$ cat config.mk
export PLATFORM = sky130hd
export DESIGN_NAME = fifo_lector_flat
export DESIGN_NICKNAME = d
export VERILOG_FILES = /design/src/rtl/fifo_lector_pkg.sv /design/src/rtl/fifo_lector_if.sv /design/src/rtl/fifo_lector_buffer_salida.sv /design/src/rtl/fifo_lector.sv /design/src/flat_wrapper.sv
export SDC_FILE = /design/constraint.sdc
export NUM_CORES = 1
export LEC_CHECK = 0
export ABC_AREA = 1
export BUFFER_PORTS_ARGS = -buffer_cell sky130_fd_sc_hd__buf_4
export CORE_UTILIZATION = 50
export DETAILED_ROUTE_END_ITERATION = 8
export GPL_TIMING_DRIVEN = 0
export PLACE_DENSITY = 0.74
export SLEW_MARGIN = 40
export SYNTH_ARGS = -nofsm -noshare
export SYNTH_HDL_FRONTEND = slang
export SYNTH_SLANG_ARGS = --single-unit
$ cat constraint.sdc
create_clock -name clk -period 4.19 [get_ports clk]
set_input_delay 0 -clock clk [delete_from_list [all_inputs] [get_ports clk]]
set_output_delay 0 -clock clk [all_outputs]
set_load 0.01 [all_outputs]
$ cat src/rtl/fifo_lector_pkg.sv
// Shared definitions for the FIFO read-side controller.
//   state_e            : controller FSM encoding (IDLE/ACTIVE/DRAIN)
//   TAMANO_*_DEF       : default data / counter widths
//   BUF_DEPTH          : depth of the output buffer (credit limit)
package fifo_lector_pkg;

  typedef enum logic [1:0] {
    IDLE   = 2'b00,
    ACTIVE = 2'b01,
    DRAIN  = 2'b10
  } state_e;

  localparam int TAMANO_DATOS_DEF    = 10;
  localparam int TAMANO_CONTADOR_DEF = 16;
  localparam logic [2:0] BUF_DEPTH   = 3'd2;

endpackage

$ cat src/rtl/fifo_lector_if.sv
// Downstream valid/ready word stream.
//   data_out : word presented downstream
//   valid    : data_out holds a word
//   ready    : sink accepts the word when valid && ready
// master = word source (the controller), slave = word sink.
interface fifo_lector_if #(parameter int W = 10) ();
  logic [W-1:0] data_out;
  logic         valid;
  logic         ready;

  modport master (output data_out, output valid, input ready);
  modport slave  (input data_out, input valid, output ready);
endinterface

$ cat src/rtl/fifo_lector_buffer_salida.sv
// buffer_salida: 2-entry FIFO-ordered output buffer.
//   clk, reset : clock, synchronous active-high reset
//   push, din  : write din at the tail
//   pop        : drop the head entry (ignored when empty)
//   dout       : head entry (registered, stable until popped)
//   occ        : number of stored entries (0..2)
module buffer_salida #(
  parameter int W = 10
) (
  input  logic         clk,
  input  logic         reset,
  input  logic         push,
  input  logic         pop,
  input  logic [W-1:0] din,
  output logic [W-1:0] dout,
  output logic [1:0]   occ
);

  logic [W-1:0] e0_q, e0_d, e1_q, e1_d;
  logic [1:0]   occ_q, occ_d;
  logic         pop_ok, push_ok;

  always_comb begin
    e0_d    = e0_q;
    e1_d    = e1_q;
    occ_d   = occ_q;
    pop_ok  = pop && (occ_q != 2'd0);
    // A push into a full buffer is only legal if the head leaves this cycle.
    push_ok = push && ((occ_q != 2'd2) || pop_ok);
    case ({push_ok, pop_ok})
      2'b11: begin
        // occupancy unchanged: the new word lands behind whatever remains
        if (occ_q == 2'd1) e0_d = din;
        else begin
          e0_d = e1_q;
          e1_d = din;
        end
      end
      2'b01: begin
        e0_d  = e1_q;
        occ_d = occ_q - 2'd1;
      end
      2'b10: begin
        if (occ_q == 2'd0) e0_d = din;
        else               e1_d = din;
        occ_d = occ_q + 2'd1;
      end
      default: ;
    endcase
  end

  always_ff @(posedge clk) begin
    if (reset) begin
      e0_q  <= '0;
      e1_q  <= '0;
      occ_q <= 2'd0;
    end else begin
      e0_q  <= e0_d;
      e1_q  <= e1_d;
      occ_q <= occ_d;
    end
  end

  assign dout = e0_q;
  assign occ  = occ_q;

endmodule

$ cat src/rtl/fifo_lector.sv
// fifo_lector: read-side controller for the team FIFO.
// Pops words with read_enable, absorbs the FIFO's one-cycle read latency in a
// 2-entry output buffer and presents words on a valid/ready stream.
//   clk, reset        : clock, synchronous active-high reset
//   enable            : 1 = drain FIFO, 0 = stop issuing reads
//   empty/almost_empty/fifo_error/fifo_data : FIFO status and read data
//   read_enable       : pop request to the FIFO
//   dn (master)       : downstream data_out/valid/ready
//   words_read        : handshakes completed (wraps)
//   error             : sticky error flag
//   busy              : controller not IDLE
module fifo_lector
  import fifo_lector_pkg::*;
#(
  parameter int tamano_datos    = TAMANO_DATOS_DEF,
  parameter int tamano_contador = TAMANO_CONTADOR_DEF
) (
  input  logic                       clk,
  input  logic                       reset,
  input  logic                       enable,
  input  logic                       empty,
  input  logic                       almost_empty,
  input  logic                       fifo_error,
  input  logic [tamano_datos-1:0]    fifo_data,
  output logic                       read_enable,
  fifo_lector_if.master              dn,
  output logic [tamano_contador-1:0] words_read,
  output logic                       error,
  output logic                       busy
);

  state_e                     state_q, state_d;
  logic                       inflight_q, inflight_d;
  logic                       error_q, error_d;
  logic [tamano_contador-1:0] cnt_q, cnt_d;
  logic [1:0]                 occ;
  logic                       hs;
  logic [2:0]                 pend;

  buffer_salida #(.W(tamano_datos)) u_buf (
    .clk   (clk),
    .reset (reset),
    .push  (inflight_q),   // read issued last cycle -> fifo_data valid now
    .pop   (hs),
    .din   (fifo_data),
    .dout  (dn.data_out),
    .occ   (occ)
  );

  assign dn.valid = (occ != 2'd0);
  assign hs       = dn.valid && dn.ready;

  always_comb begin
    // Credit: words held plus word in flight, minus the one leaving now.
    pend        = {1'b0, occ} + {2'b00, inflight_q};
    read_enable = (state_q == ACTIVE) && !empty
                  && (pend < BUF_DEPTH + {2'b00, hs})
                  // almost_empty may still describe the word already in flight
                  && !(almost_empty && inflight_q);

    inflight_d = read_enable;
    cnt_d      = cnt_q + {{(tamano_contador-1){1'b0}}, hs};
    error_d    = error_q | fifo_error | (read_enable & empty);

    state_d = state_q;
    case (state_q)
      IDLE:    if (enable) state_d = ACTIVE;
      ACTIVE:  if (!enable) state_d = DRAIN;
      DRAIN: begin
        if (enable)                          state_d = ACTIVE;
        else if (!inflight_q && occ == 2'd0) state_d = IDLE;
      end
      default: state_d = IDLE;
    endcase
  end

  always_ff @(posedge clk) begin
    if (reset) begin
      state_q    <= IDLE;
      inflight_q <= 1'b0;
      error_q    <= 1'b0;
      cnt_q      <= '0;
    end else begin
      state_q    <= state_d;
      inflight_q <= inflight_d;
      error_q    <= error_d;
      cnt_q      <= cnt_d;
    end
  end

  assign words_read = cnt_q;
  assign error      = error_q;
  assign busy       = (state_q != IDLE);

endmodule
$ cat src/flat_wrapper.sv
// flat-port wrapper written by rule: the top's interface ports become plain ports
module fifo_lector_flat import fifo_lector_pkg::*;
#(
  parameter int tamano_datos    = TAMANO_DATOS_DEF,
  parameter int tamano_contador = TAMANO_CONTADOR_DEF
)
  (clk, reset, enable, empty, almost_empty, fifo_error, fifo_data, read_enable, words_read, error, busy, dn_data_out, dn_valid, dn_ready);
  fifo_lector_if dn_i ();
  input  logic clk;
  input  logic reset;
  input  logic enable;
  input  logic empty;
  input  logic almost_empty;
  input  logic fifo_error;
  input  logic [tamano_datos-1:0] fifo_data;
  output logic read_enable;
  output logic [tamano_contador-1:0] words_read;
  output logic error;
  output logic busy;
  output wire logic [$bits(dn_i.data_out)-1:0] dn_data_out;
  output wire logic [$bits(dn_i.valid)-1:0] dn_valid;
  input wire logic [$bits(dn_i.ready)-1:0] dn_ready;
  assign dn_data_out = dn_i.data_out;
  assign dn_valid = dn_i.valid;
  assign dn_i.ready = dn_ready;
  fifo_lector #(.tamano_datos(tamano_datos), .tamano_contador(tamano_contador)) u_core (.clk(clk), .reset(reset), .enable(enable), .empty(empty), .almost_empty(almost_empty), .fifo_error(fifo_error), .fifo_data(fifo_data), .read_enable(read_enable), .dn(dn_i), .words_read(words_read), .error(error), .busy(busy));
endmodule
Word level (Yosys, flattened, before mapping) --
Index checks and enable logic that the tools add are counted.
Operators by class: $add $sub $neg 5, $mul 0, div/mod/pow operators 0, order comparisons 1, eq/ne operators 13, shift-type cells 0, multiplexer cells 12, bitwise gates (word level) 3, reductions and logical operators 22
Operator list (number):
- $mux 10 | 4
- $pmux 10 s3 | 1
- $pmux 10 s2 | 1
- $add 16x1->16 | 1
- $ne 2x2->1 const B | 5
- $logic_and 1x1->1 | 8
- $mux 2 | 4
- $reduce_bool 2->1 | 4
- $eq 2x1->1 const B | 3
- $eq 2x2->1 const B | 3
- $pmux 2 s3 | 1
- $reduce_and 3->1 | 2
- $logic_not 2->1 | 2
- $pmux 2 s2 | 1
- $add 2x1->3 | 1
- $add 2x1->3 const A | 1
- $logic_not 1->1 | 3
- $lt 3x3->1 | 1
- $ne 3x2->1 const B | 1
- $reduce_bool 3->1 | 1
- $add 2x1->2 const B | 1
- $ne 2x1->1 const B | 1
- $or 1x1->1 | 2
- $reduce_and 2->1 | 1
- 3 further kinds | 3
Storage, ports and cells: register bits 42, bits in latches 0, RAM bits 0, bits in read-only memories 0, bits of input ports 17, output and inout bits 30, logic and storage cells 63, memories kept 0

Depth between registers and ports, before layout --
depth in word-level cells 8, depth in mapped cells 12

Cells and area by module --
From an unflattened synthesis, not the netlist that was laid out.
Second synthesis, totals: cell total of the unflattened synthesis 362, area total of the unflattened synthesis 2374.8 µm²
Modules (own cells, without submodules):
- buffer_salida | times used 1, cells each 219, area each 1367.6 µm², sequential area each 440.4 µm²
- fifo_lector | times used 1, cells each 143, area each 1007.2 µm², sequential area each 400.4 µm²

Worst setup path before layout --
OpenSTA, ideal clock, no wires.
kind reg2reg, start point reg u_core.u_buf.occ_q[0] (netlist: u_core.u_buf.occ[0]), end point reg u_core.cnt_q[14] (netlist: u_core.words_read[14]), arrival 1870 ps, required time 4077 ps, setup slack 2207 ps, cell stages (with the launch flop) 13, buffers on the path 0, clock period less this slack 1983 ps, path through dfxtp_1 inv_1 ha_1 nor2_2 ha_1 ha_1 nand2_1 nor2_2 nand3_1 nor2_1 nand2_1 nand2_1 nor2_1
On the way: word-level cells in the longest chain between the ends 3
RTL lines:
- start, declared | RTL line fifo_lector_buffer_salida.sv:20 | logic [1:0] occ_q, occ_d;
- start signal, assigned | RTL line fifo_lector_buffer_salida.sv:56 | occ_q <= 2'd0;
- start signal, assigned | RTL line fifo_lector_buffer_salida.sv:60 | occ_q <= occ_d;
- $reduce_bool 2->1 | RTL line fifo_lector.sv:50 | assign dn.valid = (occ != 2'd0);
- $logic_and 1x1->1 | RTL line fifo_lector.sv:51 | assign hs = dn.valid && dn.ready;
- $add 16x1->16 | RTL line fifo_lector.sv:62 | cnt_d = cnt_q + {{(tamano_contador-1){1'b0}}, hs};
- end signal, assigned | RTL line fifo_lector.sv:87 | cnt_q <= cnt_d;
- end, declared | RTL line fifo_lector.sv:35 | logic [tamano_contador-1:0] cnt_q, cnt_d;
Every way passes these cells. A chain may end at the register's enable or synchronous reset.

Worst setup path in the final report --
Ends and elaborated chain as after synthesis.

==> impl_metrics.env <==
export IMPL_post_cts_resized=0
export IMPL_dieHeight_um=70.3
export IMPL_cts_hold_buffers=9
export IMPL_grt_max_degree=13
export IMPL_yosysTopAreaCellShare_pct=36.0
export IMPL_viasPerCell=5.04
export IMPL_synth_compound_area_share_pct=12.1
export IMPL_drtAntennaViolNets=0
export IMPL_seq_area_frac_synth_pct=36.0
export IMPL_power_leakage_uw=0.00141
export IMPL_hold_ws_ps=5.29
export IMPL_root_buffer="clkbuf_8"
export IMPL_finalMaxSlewViolations=0
export IMPL_ys_warnings_count=0
export IMPL_vias=2428
export IMPL_ys_ff_latch=42
export IMPL_skew_ps=4.01
export IMPL_cts_buffers=5
export IMPL_synth_cell_types=22
export IMPL_cpPeakStageDelay_ps=410
export IMPL_clockBufferDepth=2
export IMPL_final_cell_mix="nand2_1 (85), inv_1 (73), buf_4 (47)"
export IMPL_worstHoldPathType="in -> reg"
export IMPL_critPathCaptureType="flop"
export IMPL_synth_xor_area_share_pct=0
export IMPL_crit_fanout=8
export IMPL_cp_required_ps=4390
export IMPL_grt_pass1_wl_mm=9.45
export IMPL_syn_avg_cell_area_um2=6.34
export IMPL_final_hold_violation_count=0
export IMPL_die_area_um2=4950
export IMPL_numPortBuffers=46
export IMPL_grt_total_usage_pct=23.9
export IMPL_power_density_nw_per_um2=332
export IMPL_drt_first_pass_iters=4
export IMPL_synth_simple_area_share_pct=32.7
export IMPL_grt_pass1_vias=2161
export IMPL_nets=454
export IMPL_ir_drop_uv=188
export IMPL_cts_setup_buffers=0
export IMPL_tritoncts="built"
export IMPL_path_cells="inv_1 -> ha_1 -> nor2_2 -> ha_1 -> ha_1 -> nand2_1 -> nor2_2 -> nand3_1 -> nor2_1 -> nand2_1 -> nand2_1 -> nor2_1"
export IMPL_post_route_period_util_pct=55.3
export IMPL_crit_type="reg -> reg"
export IMPL_tightest_slew_ps=584
export IMPL_r2r_end="u_core.words_read[14]$_SDFF_PP0_"
export IMPL_relSlewSlack_pct=61.1
export IMPL_final_layout_size_suffix_gt1_share_pct=16.5
export IMPL_cts_reportedPaths_clkPinSlew_ps=80
export IMPL_globalRoute_totalOverflow=0
export IMPL_drt_iter0_markers=92
export IMPL_wl_per_cell_um=11.2
export IMPL_setup_tns_ps=0
export IMPL_synth_largest_area_cell="dfxtp_1"
export IMPL_routed_wl_mm=5.40
export IMPL_drc=0
export IMPL_synth_top_family_by_area="simple AND/OR/NAND/NOR gates"
export IMPL_worstReg2RegStart="u_core.u_buf.occ[0]$_SDFFE_PP0N_"
export IMPL_setup_viol=0
export IMPL_status="finished clean"
export IMPL_die_x_um=70.3
export IMPL_path_buf_inv=1
export IMPL_grt_setup_unrepaired="false"
export IMPL_finalCriticalPeriod_ps=2320
export IMPL_synth_area_mux_share_pct=0
export IMPL_dpl_hpwl_mm=3.96
export IMPL_syn_to_final_growth_pct=24.8
export IMPL_crit_path_start_kind="flop"
export IMPL_crit_slowest_cell="dfxtp_1"
export IMPL_ys_top_cells_by_area="dfxtp_1 (36%), nand2_1 (14%), inv_1 (12%)"
export IMPL_cts_sinks=42
export IMPL_critPathLaunch="u_core.u_buf.occ[0]$_SDFFE_PP0N_"
export IMPL_htreeDepth=2
export IMPL_drv_cap=0
export IMPL_crit_end="u_core.words_read[14]$_SDFF_PP0_"
export IMPL_clk_latency_ps=300
export IMPL_r2r_setup_slack_ps=1870
export IMPL_fill_cells=416
export IMPL_syn_area_um2=2330
export IMPL_final_common_cell="nand2_1"
export IMPL_r2r_cells=12
export IMPL_initial_utilization_pct=52.9
export IMPL_cp_arrival_ps=2520
export IMPL_ios=47
export IMPL_core_um2=4410
export IMPL_yosys_area_share_adder_pct=3.75
export IMPL_rows=24
export IMPL_place_gp_congestion=0.878
export IMPL_path_delay_family="simple AND/OR/NAND/NOR gates"
export IMPL_synth_nets=392
export IMPL_antenna_found_initial=0
export IMPL_max_freq_mhz=432
export IMPL_antenna_cells=0
export IMPL_crit_cells=12
export IMPL_synthCells=368
worst min path at each step:
stage | from | end | slack [ps] | depth (start not counted)
final | fifo_data[0] | u_core.u_buf.e1_q[0]$_SDFFE_PP0P_ | 5 | 3
after global routing | fifo_data[3] | u_core.u_buf.e1_q[3]$_SDFFE_PP0P_ | 40 | 3
after CTS | fifo_data[3] | u_core.u_buf.e1_q[3]$_SDFFE_PP0P_ | 6 | 3
after detailed placement | enable | u_core.state_q[1]$_SDFFE_PP0P_ | 180 | 2
after global placement | enable | u_core.state_q[1]$_SDFFE_PP0P_ | 180 | 2
after floorplan | enable | u_core.state_q[1]$_SDFFE_PP0P_ | 80 | 1
per-stage QoR:
stage	instances	power, uW	instance area [um^2]	util (%)	worst slack (ps)
3_5_place_dp	466	719	2750	62.2	1860
5_1_grt	482	1020	2910	66.0	1600
3_3_place_gp	466	714	2750	62.2	1880
4_1_cts	482	977	2910	66.0	1850
6_report	482	967	2910	66.0	1870
2_1_floorplan	368	624	2330	-	2210
worst register-to-register path, stage by stage, from the launching register on:
cell,delay (ps)
dfxtp_1,410
inv_1,90
ha_1,260
nor2_2,170
ha_1,260
ha_1,200
nand2_1,80
nor2_2,270
nand3_1,170
nor2_1,150
nand2_1,60
nand2_1,50
nor2_1,40
power breakdown:
part	total (uW)	switching [uW]	leakage [uW]	internal, uW
clock	251	139	0.0000438	112
sequential	444	18.1	0.000341	426
combinational	271	157	0.00103	115
final cells by class:
cell class | instances | area [um^2] | area share (%)
Clock buffer | 5 | 68.8 | 2.36
Clock inverter | 2 | 10.0 | 0.343
Timing Repair Buffer | 55 | 435 | 14.9
Inverter | 74 | 278 | 9.53
Multi-Input combinational cell | 236 | 1130 | 38.9
Sequential cell | 42 | 841 | 28.9
Buffer | 16 | 82.6 | 2.83
Tap cell | 52 | 65.1 | 2.23
synthesized netlist by cell type:
cell	instances
o21a_1	2
inv_2	1
dfxtp_1	42
or2_2	1
buf_4	1
nor2_2	3
nand2_4	1
clkbuf_1	4
nor2_1	29
nand2_1	85
nor4_1	1
buf_2	9
nor3_1	2
buf_6	1
inv_1	73
buf_1	1
ha_1	7
o211ai_2	1
nand3_1	39
o21ai_0	27
a21oi_1	24
nand4_1	14
cell families after synthesis:
logic type,after synthesis
flops,42
simple gates,175
compound gates,54
buf+inv,90
fa+ha+maj,7
per-layer routing:
| layer | wire (um) | vias up | global-route usage (%) |
|---|---|---|---|
| met2 | 2660 | 80 | 41.4 |
| met1 | 2310 | 1059 | 28.3 |
| li1 | - | 1277 | - |
| met4 | 123 | 0 | 11.1 |
| met5 | 0 | - | 0 |
| met3 | 310 | 12 | 4.33 |
flip-flops by register name (all words and copies together) (netlist names):
signal	flops
u_core.u_buf.occ	2
u_core.error	1
u_core.words_read	16
u_core.u_buf.dout	10
u_core.state_q	2
u_core.inflight_q	1
u_core.u_buf.e1_q	10
No activity file was read; power rests on OpenSTA's default activity.
